**config.mk**
```make
export PLATFORM = sky130hd
export DESIGN_NAME = sa_result_collector
export DESIGN_NICKNAME = d
export VERILOG_FILES = /design/src/rtl/sa_result_collector.sv
export SDC_FILE = /design/constraint.sdc
export NUM_CORES = 1
export LEC_CHECK = 0
export ABC_AREA = 1
export CORE_MARGIN = 1.5
export CORE_UTILIZATION = 55
export CTS_CLUSTER_SIZE = 28
export DETAILED_ROUTE_END_ITERATION = 8
export GPL_TIMING_DRIVEN = 1
export PLACE_DENSITY = 0.77
export SLEW_MARGIN = 10
export SYNTH_ARGS = -nofsm -noshare
export SYNTH_HDL_FRONTEND = slang
export SYNTH_SLANG_ARGS = --single-unit
```
**constraint.sdc**
```tcl
create_clock -name clk -period 5.06 [get_ports clk]
set_clock_uncertainty 0.05 [all_clocks]
set_input_delay 1.012 -clock clk [delete_from_list [all_inputs] [get_ports clk]]
set_output_delay 1.012 -clock clk [all_outputs]
set_load 0.02 [all_outputs]
```
**src/rtl/sa_result_collector.sv**
```systemverilog
// sa_result_collector: de-skews the column-staggered acc_out bus of a SIZE-column
// weight-stationary systolic array into whole result rows and buffers them for a
// valid/ready consumer.
//
// Ports:
//   clk, rst              clock and synchronous active-high reset
//   start, num_rows       job launch pulse and row count (sampled together in IDLE)
//   acc_in                array accumulator outputs, column j at [j*ACC_WIDTH +: ACC_WIDTH]
//   out_valid/out_ready   downstream row handshake; out_data uses acc_in packing
//   out_last              head row is the final row of the job
//   busy, done, overflow  job status; overflow is sticky until rst or an accepted start

// sa_fifo: generic circular buffer with occupancy count, no fall-through.
// Latency: pushed entry visible at the head the cycle after the push edge.
// Backpressure: push while full succeeds only with a same-edge pop; otherwise it is discarded.
module sa_fifo #(
    parameter int WIDTH = 8,
    parameter int DEPTH = 4
) (
    input  logic                       clk,
    input  logic                       rst,
    input  logic                       push_vld,
    input  logic [WIDTH-1:0]           push_dat,
    input  logic                       pop,
    output logic                       full,
    output logic                       empty,
    output logic [$clog2(DEPTH):0]     cnt,
    output logic [WIDTH-1:0]           head_dat
);
    localparam int AW = $clog2(DEPTH);

    logic [WIDTH-1:0] mem_q [DEPTH];
    logic [WIDTH-1:0] mem_d [DEPTH];
    logic [AW-1:0]    wr_ptr_q, wr_ptr_d;
    logic [AW-1:0]    rd_ptr_q, rd_ptr_d;
    logic [AW:0]      cnt_q, cnt_d;
    logic             wr_en;

    assign full     = (cnt_q == (AW+1)'(DEPTH));
    assign empty    = (cnt_q == '0);
    assign cnt      = cnt_q;
    // Masked so an empty FIFO never shows stale row data.
    assign head_dat = empty ? '0 : mem_q[rd_ptr_q];
    assign wr_en    = push_vld && (!full || pop);

    always_comb begin
        mem_d    = mem_q;
        wr_ptr_d = wr_ptr_q;
        rd_ptr_d = rd_ptr_q;
        cnt_d    = cnt_q;
        if (wr_en) begin
            mem_d[wr_ptr_q] = push_dat;
            wr_ptr_d        = wr_ptr_q + AW'(1);
        end
        if (pop) begin
            rd_ptr_d = rd_ptr_q + AW'(1);
        end
        case ({wr_en, pop})
            2'b10:   cnt_d = cnt_q + (AW+1)'(1);
            2'b01:   cnt_d = cnt_q - (AW+1)'(1);
            default: cnt_d = cnt_q;
        endcase
    end

    always_ff @(posedge clk) begin
        if (rst) begin
            mem_q    <= '{default: '0};
            wr_ptr_q <= '0;
            rd_ptr_q <= '0;
            cnt_q    <= '0;
        end else begin
            mem_q    <= mem_d;
            wr_ptr_q <= wr_ptr_d;
            rd_ptr_q <= rd_ptr_d;
            cnt_q    <= cnt_d;
        end
    end
endmodule

// sa_result_collector: column de-skew + row FIFO + job sequencing FSM.
// Latency: row r written at edge LAT+r+SIZE-1 after start, out_valid the cycle after.
// Backpressure: the array cannot stall; rows arriving while the FIFO is full are dropped and flagged.
module sa_result_collector #(
    parameter int SIZE       = 4,
    parameter int ACC_WIDTH  = 32,
    parameter int LAT        = 1,
    parameter int FIFO_DEPTH = 4,
    parameter int ROW_W      = 8
) (
    input  logic                      clk,
    input  logic                      rst,
    input  logic                      start,
    input  logic [ROW_W-1:0]          num_rows,
    input  logic [ACC_WIDTH*SIZE-1:0] acc_in,
    output logic                      out_valid,
    input  logic                      out_ready,
    output logic [ACC_WIDTH*SIZE-1:0] out_data,
    output logic                      out_last,
    output logic                      busy,
    output logic                      done,
    output logic                      overflow
);
    localparam int DW         = ACC_WIDTH * SIZE;
    // Edges spent in WAIT so that CAPTURE is active for the first aligned row.
    localparam int WAIT_EDGES = LAT + SIZE - 2;
    localparam int WCW        = (WAIT_EDGES < 2) ? 1 : $clog2(WAIT_EDGES + 1);

    typedef enum logic [1:0] {S_IDLE, S_WAIT, S_CAPTURE, S_DRAIN} state_t;

    state_t             state_q, state_d;
    logic [WCW-1:0]     wcnt_q, wcnt_d;
    logic [ROW_W-1:0]   row_q, row_d;
    logic [ROW_W-1:0]   nrows_q, nrows_d;
    logic               done_q, done_d;
    logic               ovf_q, ovf_d;

    logic [DW-1:0]      aligned;
    logic               push_vld, push_last, pop;
    logic               fifo_full, fifo_empty;
    logic [$clog2(FIFO_DEPTH):0] fifo_cnt;
    logic [DW:0]        head_dat;

    // Column j arrives j edges after column 0 of the same row, so it is held for
    // SIZE-1-j extra edges; the last column feeds straight through.
    for (genvar j = 0; j < SIZE; j++) begin : g_col
        localparam int D = SIZE - 1 - j;
        if (D == 0) begin : g_pass
            assign aligned[j*ACC_WIDTH +: ACC_WIDTH] = acc_in[j*ACC_WIDTH +: ACC_WIDTH];
        end else begin : g_dly
            logic [ACC_WIDTH-1:0] dly_q [D];
            logic [ACC_WIDTH-1:0] dly_d [D];
            always_comb begin
                dly_d[0] = acc_in[j*ACC_WIDTH +: ACC_WIDTH];
                for (int k = 1; k < D; k++) begin
                    dly_d[k] = dly_q[k-1];
                end
            end
            always_ff @(posedge clk) begin
                if (rst) begin
                    dly_q <= '{default: '0};
                end else begin
                    dly_q <= dly_d;
                end
            end
            assign aligned[j*ACC_WIDTH +: ACC_WIDTH] = dly_q[D-1];
        end
    end

    sa_fifo #(.WIDTH(DW + 1), .DEPTH(FIFO_DEPTH)) u_fifo (
        .clk      (clk),
        .rst      (rst),
        .push_vld (push_vld),
        .push_dat ({push_last, aligned}),
        .pop      (pop),
        .full     (fifo_full),
        .empty    (fifo_empty),
        .cnt      (fifo_cnt),
        .head_dat (head_dat)
    );

    assign out_valid = !fifo_empty;
    assign out_data  = head_dat[DW-1:0];
    assign out_last  = head_dat[DW];
    assign pop       = out_valid && out_ready;
    assign busy      = (state_q != S_IDLE);
    assign done      = done_q;
    assign overflow  = ovf_q;

    always_comb begin
        state_d   = state_q;
        wcnt_d    = wcnt_q;
        row_d     = row_q;
        nrows_d   = nrows_q;
        done_d    = 1'b0;
        ovf_d     = ovf_q;
        push_vld  = 1'b0;
        push_last = 1'b0;
        case (state_q)
            S_IDLE: begin
                if (start) begin
                    ovf_d = 1'b0;
                    if (num_rows == '0) begin
                        done_d = 1'b1;
                    end else begin
                        nrows_d = num_rows;
                        wcnt_d  = '0;
                        row_d   = '0;
                        state_d = S_WAIT;
                    end
                end
            end
            S_WAIT: begin
                wcnt_d = wcnt_q + WCW'(1);
                if (wcnt_q == WCW'(WAIT_EDGES - 1)) begin
                    state_d = S_CAPTURE;
                end
            end
            S_CAPTURE: begin
                push_vld  = 1'b1;
                push_last = (row_q == nrows_q - ROW_W'(1));
                row_d     = row_q + ROW_W'(1);
                // Row is lost but still counted, so the job length is unchanged.
                if (fifo_full && !pop) begin
                    ovf_d = 1'b1;
                end
                if (push_last) begin
                    state_d = S_DRAIN;
                end
            end
            S_DRAIN: begin
                if (fifo_empty || (pop && fifo_cnt == ($clog2(FIFO_DEPTH)+1)'(1))) begin
                    state_d = S_IDLE;
                    done_d  = 1'b1;
                end
            end
            default: state_d = S_IDLE;
        endcase
    end

    always_ff @(posedge clk) begin
        if (rst) begin
            state_q <= S_IDLE;
            wcnt_q  <= '0;
            row_q   <= '0;
            nrows_q <= '0;
            done_q  <= 1'b0;
            ovf_q   <= 1'b0;
        end else begin
            state_q <= state_d;
            wcnt_q  <= wcnt_d;
            row_q   <= row_d;
            nrows_q <= nrows_d;
            done_q  <= done_d;
            ovf_q   <= ovf_d;
        end
    end
endmodule

```
# After elaboration in Yosys (flattened, before gate mapping)
# Index checks and enable logic that the tools add are counted.
[word_totals] elab_cells=98 output_inout_bits=133 mem_count=0 reg_bits=737 ram_bits=0 rom_bits=0 latchBits=0
[classes] n_mul=0 n_bitwise=3 div_mod_pow=0 shifts=0 eq_ne=15 reduce_logical=22 mux=29 n_addsub=7 order_cmp=3
[op_table] operator="$bwmux 516" count=1
[op_table] operator="$mux 129" count=4
[op_table] operator="$bmux 129 s2" count=1
[op_table] operator="$demux 129 s2" count=1
[op_table] operator="$mux 8" count=2
[op_table] operator="$pmux 8 s2" count=1
[op_table] operator="$mux 2" count=7
[op_table] operator="$ne 2x2->1 const B" count=6
[op_table] operator="$reduce_and 3->1" count=4
[op_table] operator="$add 8x1->8 const B" count=1
[op_table] operator="$eq 2x2->1 const B" count=4
[op_table] operator="$eq 8x8->1" count=1
[op_table] operator="$logic_not 8->1" count=1
[op_table] operator="$pmux 2 s4" count=1
[op_table] operator="$reduce_bool 2->1" count=4
[op_table] operator="$sub 8x1->8 const B" count=1
[op_table] operator="$mux 1" count=7
[op_table] operator="$add 2x1->2 const B" count=3
[op_table] operator="$ge 3x3->1 const B" count=2
[op_table] operator="$not 2->3" count=2
[op_table] operator="$pmux 3 s2" count=1
[op_table] operator="$logic_and 1x1->1" count=5
[op_table] operator="$reduce_and 5->1" count=1
[op_table] operator="$eq 2x1->1 const B" count=2
[op_table] operator="other kinds (12)" count=16

# Longest topological paths before layout
# Gate-level depths: netlist of run 1.
[depth] word_depth=7 depth_mapped=13

# Modules after synthesis
# Synthesis of run 1 repeated with hierarchy kept, for this count alone.
[unflattened] hier_cells=4884 hier_area_um2=31849.3
[by_module_without_submodules] mod="sa_fifo" seq_area_each_um2=10470.0 area_each_um2=25075.3 n_inst=1 cells_each=4078
[by_module_without_submodules] mod="sa_result_collector" seq_area_each_um2=4284.1 area_each_um2=6774.0 n_inst=1 cells_each=806

# Worst setup path before layout of run 1
# OpenSTA, ideal clock, no wires.
[synth_timing] path_kind="reg-to-output" start="register u_fifo.cnt_q[0] (netlist: u_fifo.cnt[0])" end="output port out_data[0]" path_stages_with_launch=8 arrival_time_ps=1746 n_path_buf=2 setup_slack_ps=2252 required_time_ps=3998 path_cell_list="dfxtp_1 inv_1 ha_1 nand2_1 inv_1 clkbuf_1 buf_1 a21oi_1"
[synth_via] elab_chain_cells=2
[synth_rtl] element="start, declared" line="36" source="logic [AW:0] cnt_q, cnt_d;"
[synth_rtl] element="start signal, assigned" line="75" source="cnt_q <= cnt_d;"
[synth_rtl] element="$logic_not 3->1" line="40" source="assign empty = (cnt_q == '0);"
[synth_rtl] element="$mux 129" line="43" source="assign head_dat = empty ? '0 : mem_q[rd_ptr_q];"
[synth_rtl] element="end, declared" line="97" source="output logic [ACC_WIDTH*SIZE-1:0] out_data,"
# No other way between the ends.

# Worst setup path in the final report of run 1
[layout_timing] start="register u_fifo.rd_ptr_q[0]" end="output port out_data[127]"
[layout_via] elab_chain_cells=5
[layout_rtl] element="start, declared" line="35" source="logic [AW-1:0] rd_ptr_q, rd_ptr_d;"
[layout_rtl] element="start signal, assigned" line="74" source="rd_ptr_q <= rd_ptr_d;"
[layout_rtl] element="$not 2->3 (implied by the code)" line="43"
[layout_rtl] element="$bmux 129 s2" line="43"
[layout_rtl] element="$mux 129 (implied by the code) (2 in series)" line="43"
[layout_rtl] element="$mux 129" line="43"
# No other way between the ends. The select of a mux whose other input is x is not followed.

==> results of run 1 <==
-- final timing paths --
check	depth (start not counted)	startpoint	slack, ns	to
worst max register to register	9	state_q[0]	1.99	u_fifo.mem_q[11]
worst min-delay path	2	g_col[0].g_dly.dly_d[11]	0.35	aligned[11]
worst min register to register	2	g_col[0].g_dly.dly_d[11]	0.35	aligned[11]
worst max-delay path	5	u_fifo.rd_ptr_q[0]	0.48	out_data[127]
-- cells in the mapped netlist, drive strengths merged, types with 2 or more instances --
library cell,number
a21oi,919
buf,134
dfxtp,737
nand4,4
nor2,236
nand3,14
xnor2,6
inv,483
o21ai,538
nand2,563
ha,16
clkinv,2
clkbuf,161
xor2,6
a211oi,2
-- registers in the layout (all words and copies together), names as in the netlist --
| register | flops |
|---|---|
| aligned | 64 |
| done | 1 |
| g_col.g_dly.dly_d | 96 |
| g_col.g_dly.dly_q | 32 |
| nrows_q | 8 |
| overflow | 1 |
| row_q | 8 |
| state_q | 2 |
| u_fifo.cnt | 3 |
| u_fifo.mem_q | 516 |
| u_fifo.rd_ptr_q | 2 |
| u_fifo.wr_ptr_q | 2 |
| wcnt_q | 2 |
-- layer usage --
layer  track usage  part of all wire  vias to the layer above
met3        0.0386             0.054                      155
met2         0.454              0.48                      710
met1         0.342              0.44                    11500
met4         0.116             0.034                        0
met5             0                 0                        -
li1              -                 -                    12500
-- power by group through the flow --
stage	clock [uW]	sequential (uW)	combinational [uW]
5_1_grt	5970	6510	4510
2_1_floorplan	0	6500	2700
4_1_cts	5740	6460	4120
6_report	5640	6470	4120
3_3_place_gp	0	6570	4060
3_5_place_dp	0	6590	4090
-- critical path, delay by kind of cell (launching register included) --
kind                   cells  cell delay [ns]
DFF                        1             0.62
buffers and inverters      3             1.91
AOI/OAI and AO/OA          2             0.34
-- area by class of cell --
cell class / count / area [um2]
Tap cell: 680 / 851
Sequential cell: 737 / 14800
Fill cell: 4483 / 17500
Clock inverter: 25 / 295
Inverter: 485 / 1840
Multi-Input combinational cell: 2312 / 10800
Antenna cell: 3 / 7.51
Clock buffer: 113 / 2260
Timing Repair Buffer: 303 / 3110
-- per-stage QoR --
step	cells	cell area [um2]	util	hold slack, ns
6_report	4658	33900	0.660	0.346
5_1_grt	4658	33900	0.660	0.361
4_1_cts	4655	33900	0.660	0.346
3_5_place_dp	4517	31400	0.610	0.342
3_3_place_gp	4517	31400	0.610	0.339
2_1_floorplan	3829	28700	-	0.338
-- logic make-up (layout without fill, tap and decap cells) --
group / count (synthesis) / count (layout) / synth area share
other: 0 / 3 / 0
DFF: 737 / 737 / 0.514
AOI/OAI and AO/OA: 1463 / 1463 / 0.256
and+or+nand+nor: 821 / 821 / 0.109
adders and majority gates: 16 / 16 / 0.00698
buffers and inverters: 780 / 926 / 0.110
xor gates and xnor gates: 12 / 12 / 0.00366
==> flow_summary_export.csv, run 1 <==
group,metric,value,unit
timing,clock.fmax,218,MHz
clock_network,h-tree-depth,3,
worst_setup_path,crit_top_cell,"buf_4",
routing,dr.pass1.iters,6,
synth,ys_top_cells_by_area,"dfxtp_1, a21oi_1, o21ai_0",
routing,avgViaCountPerCell,5.33,
timing,tns,0,ns
timing,rsz0062_at_grt,"no",
clock_network,cts_root_buf,"clkbuf_16",
status,outcome,"finished, final reports clean",
worst_setup_path,critPathKind,"flip-flop to output pin",
synth,synthFlopType,"dfxtp_1",
clock_network,cts_buffers,76,
synth,ys_async_sr_fraction,0,
power,max-vdd-ir-drop,0.296,mV
power,clkPwrFrac,0.348,
timing,period_needed,4.58,ns
die,core_area,0.0514,mm2
worst_setup_path,startpoint_type,"flip-flop",
timing,finalMaxSlewViolations,0,
routing,wirelength,72.9,mm
routing,postRouteAntennaNets,0,
timing,tightestPinTransition,1.22,ns
worst_setup_path,end_kind,"output pin",
synth,synth_enable_flop_cells,0,
grt,grt.overflow.total,0,
timing,setup_viol,0,
routing,drc_errors,0,
worst_setup_path,slowest_stage,"buf_4",
synth,synth_seq_area_share,0.514,
power,p_per_area,478,mW/mm2
routing,vias,24800,
clock_network,cts_tree,"built",
worst_setup_path,slowest_delay,0.72,ns
power,intPower,11000,uW
die,die_y,231,um
synth,synth-seq-cells,737,
placed_design,dp_hpwl,40.3,mm
power,combPwrFrac,0.254,
clock_network,cts.clk_slew.worst_paths,0.06,ns
grt,grt_max_degree,170,
timing,finalHoldViolations,0,
finish,syn2layout_area_growth,18.3,%
synth,yosysWarnings,0,
clock_network,cts-resized-gates,0,
placed_design,gp_congestion,0.827,
placed_design,post-place-ws,1.12,ns
job,cap_violations,0,
die,start_util,0.558,
power,sw_frac_of_total,0.321,
grt,grt_pass1_wl,117,mm
synth,syn-instance-count,3829,
clock_network,clock_latency,0.61,ns
clock_network,post_cts_buffers,0,
clock_network,clk_path_buf_depth,3,
grt,grtUsageTotal,0.269,
power,total_power,16200,uW
die,die_w,231,um
min_path,hp-class,"flip-flop to flip-flop",
power,power_frac_seq,0.399,
worst_setup_path,cp_cell_sequence,"buf_4 > buf_4 > o21ai_0 > a21oi_1 > clkdlybuf4s50_1",
worst_setup_path,required,4.00,ns
die,die_area,0.0535,mm2
synth,yosysTopAreaCell,"dfxtp_1",
finish,final_common_cell,"a21oi_1",
synth,netlist_area,0.0287,mm2
synth,syn_area_per_cell,7.49,um2
worst_setup_path,cp_max_fo,86,
timing,final.setup.worst_slack,0.477,ns
synth,synth_cell_types,28,
routing,drtIter0Drc,1998,
clock_network,cts_hold_repair.buffers,0,
timing,period_share,0.906,
synth,yosysTopAreaCellShare,0.514,
die,rows,83,
synth,syn-num-nets,3985,
grt,antenna_found_initial,3,
clock_network,clock-sinks,737,
grt,grt_pass1_vias,23000,
die,num_io_pins,273,
power,p_leak,0.0121,uW
finish,drive_above_1_share,0.0423,
finish,layout_common_cells,"a21oi_1, dfxtp_1, nand2_1",
finish,fin_nets,4071,
timing,timing.slew.headroom,0.187,
placed_design,port_buffers,272,
routing,wl_per_cell,15.7,um
power,switching_power,5200,uW
worst_setup_path,arrival,3.52,ns
Power figures use the tool's default switching activity.
==> run 2: changes to the inputs <==
- HOLD_SLACK_MARGIN: not set -> 0.15
==> results of run 2 <==
Final layout, timing and power as in run 1 (identical DEF).
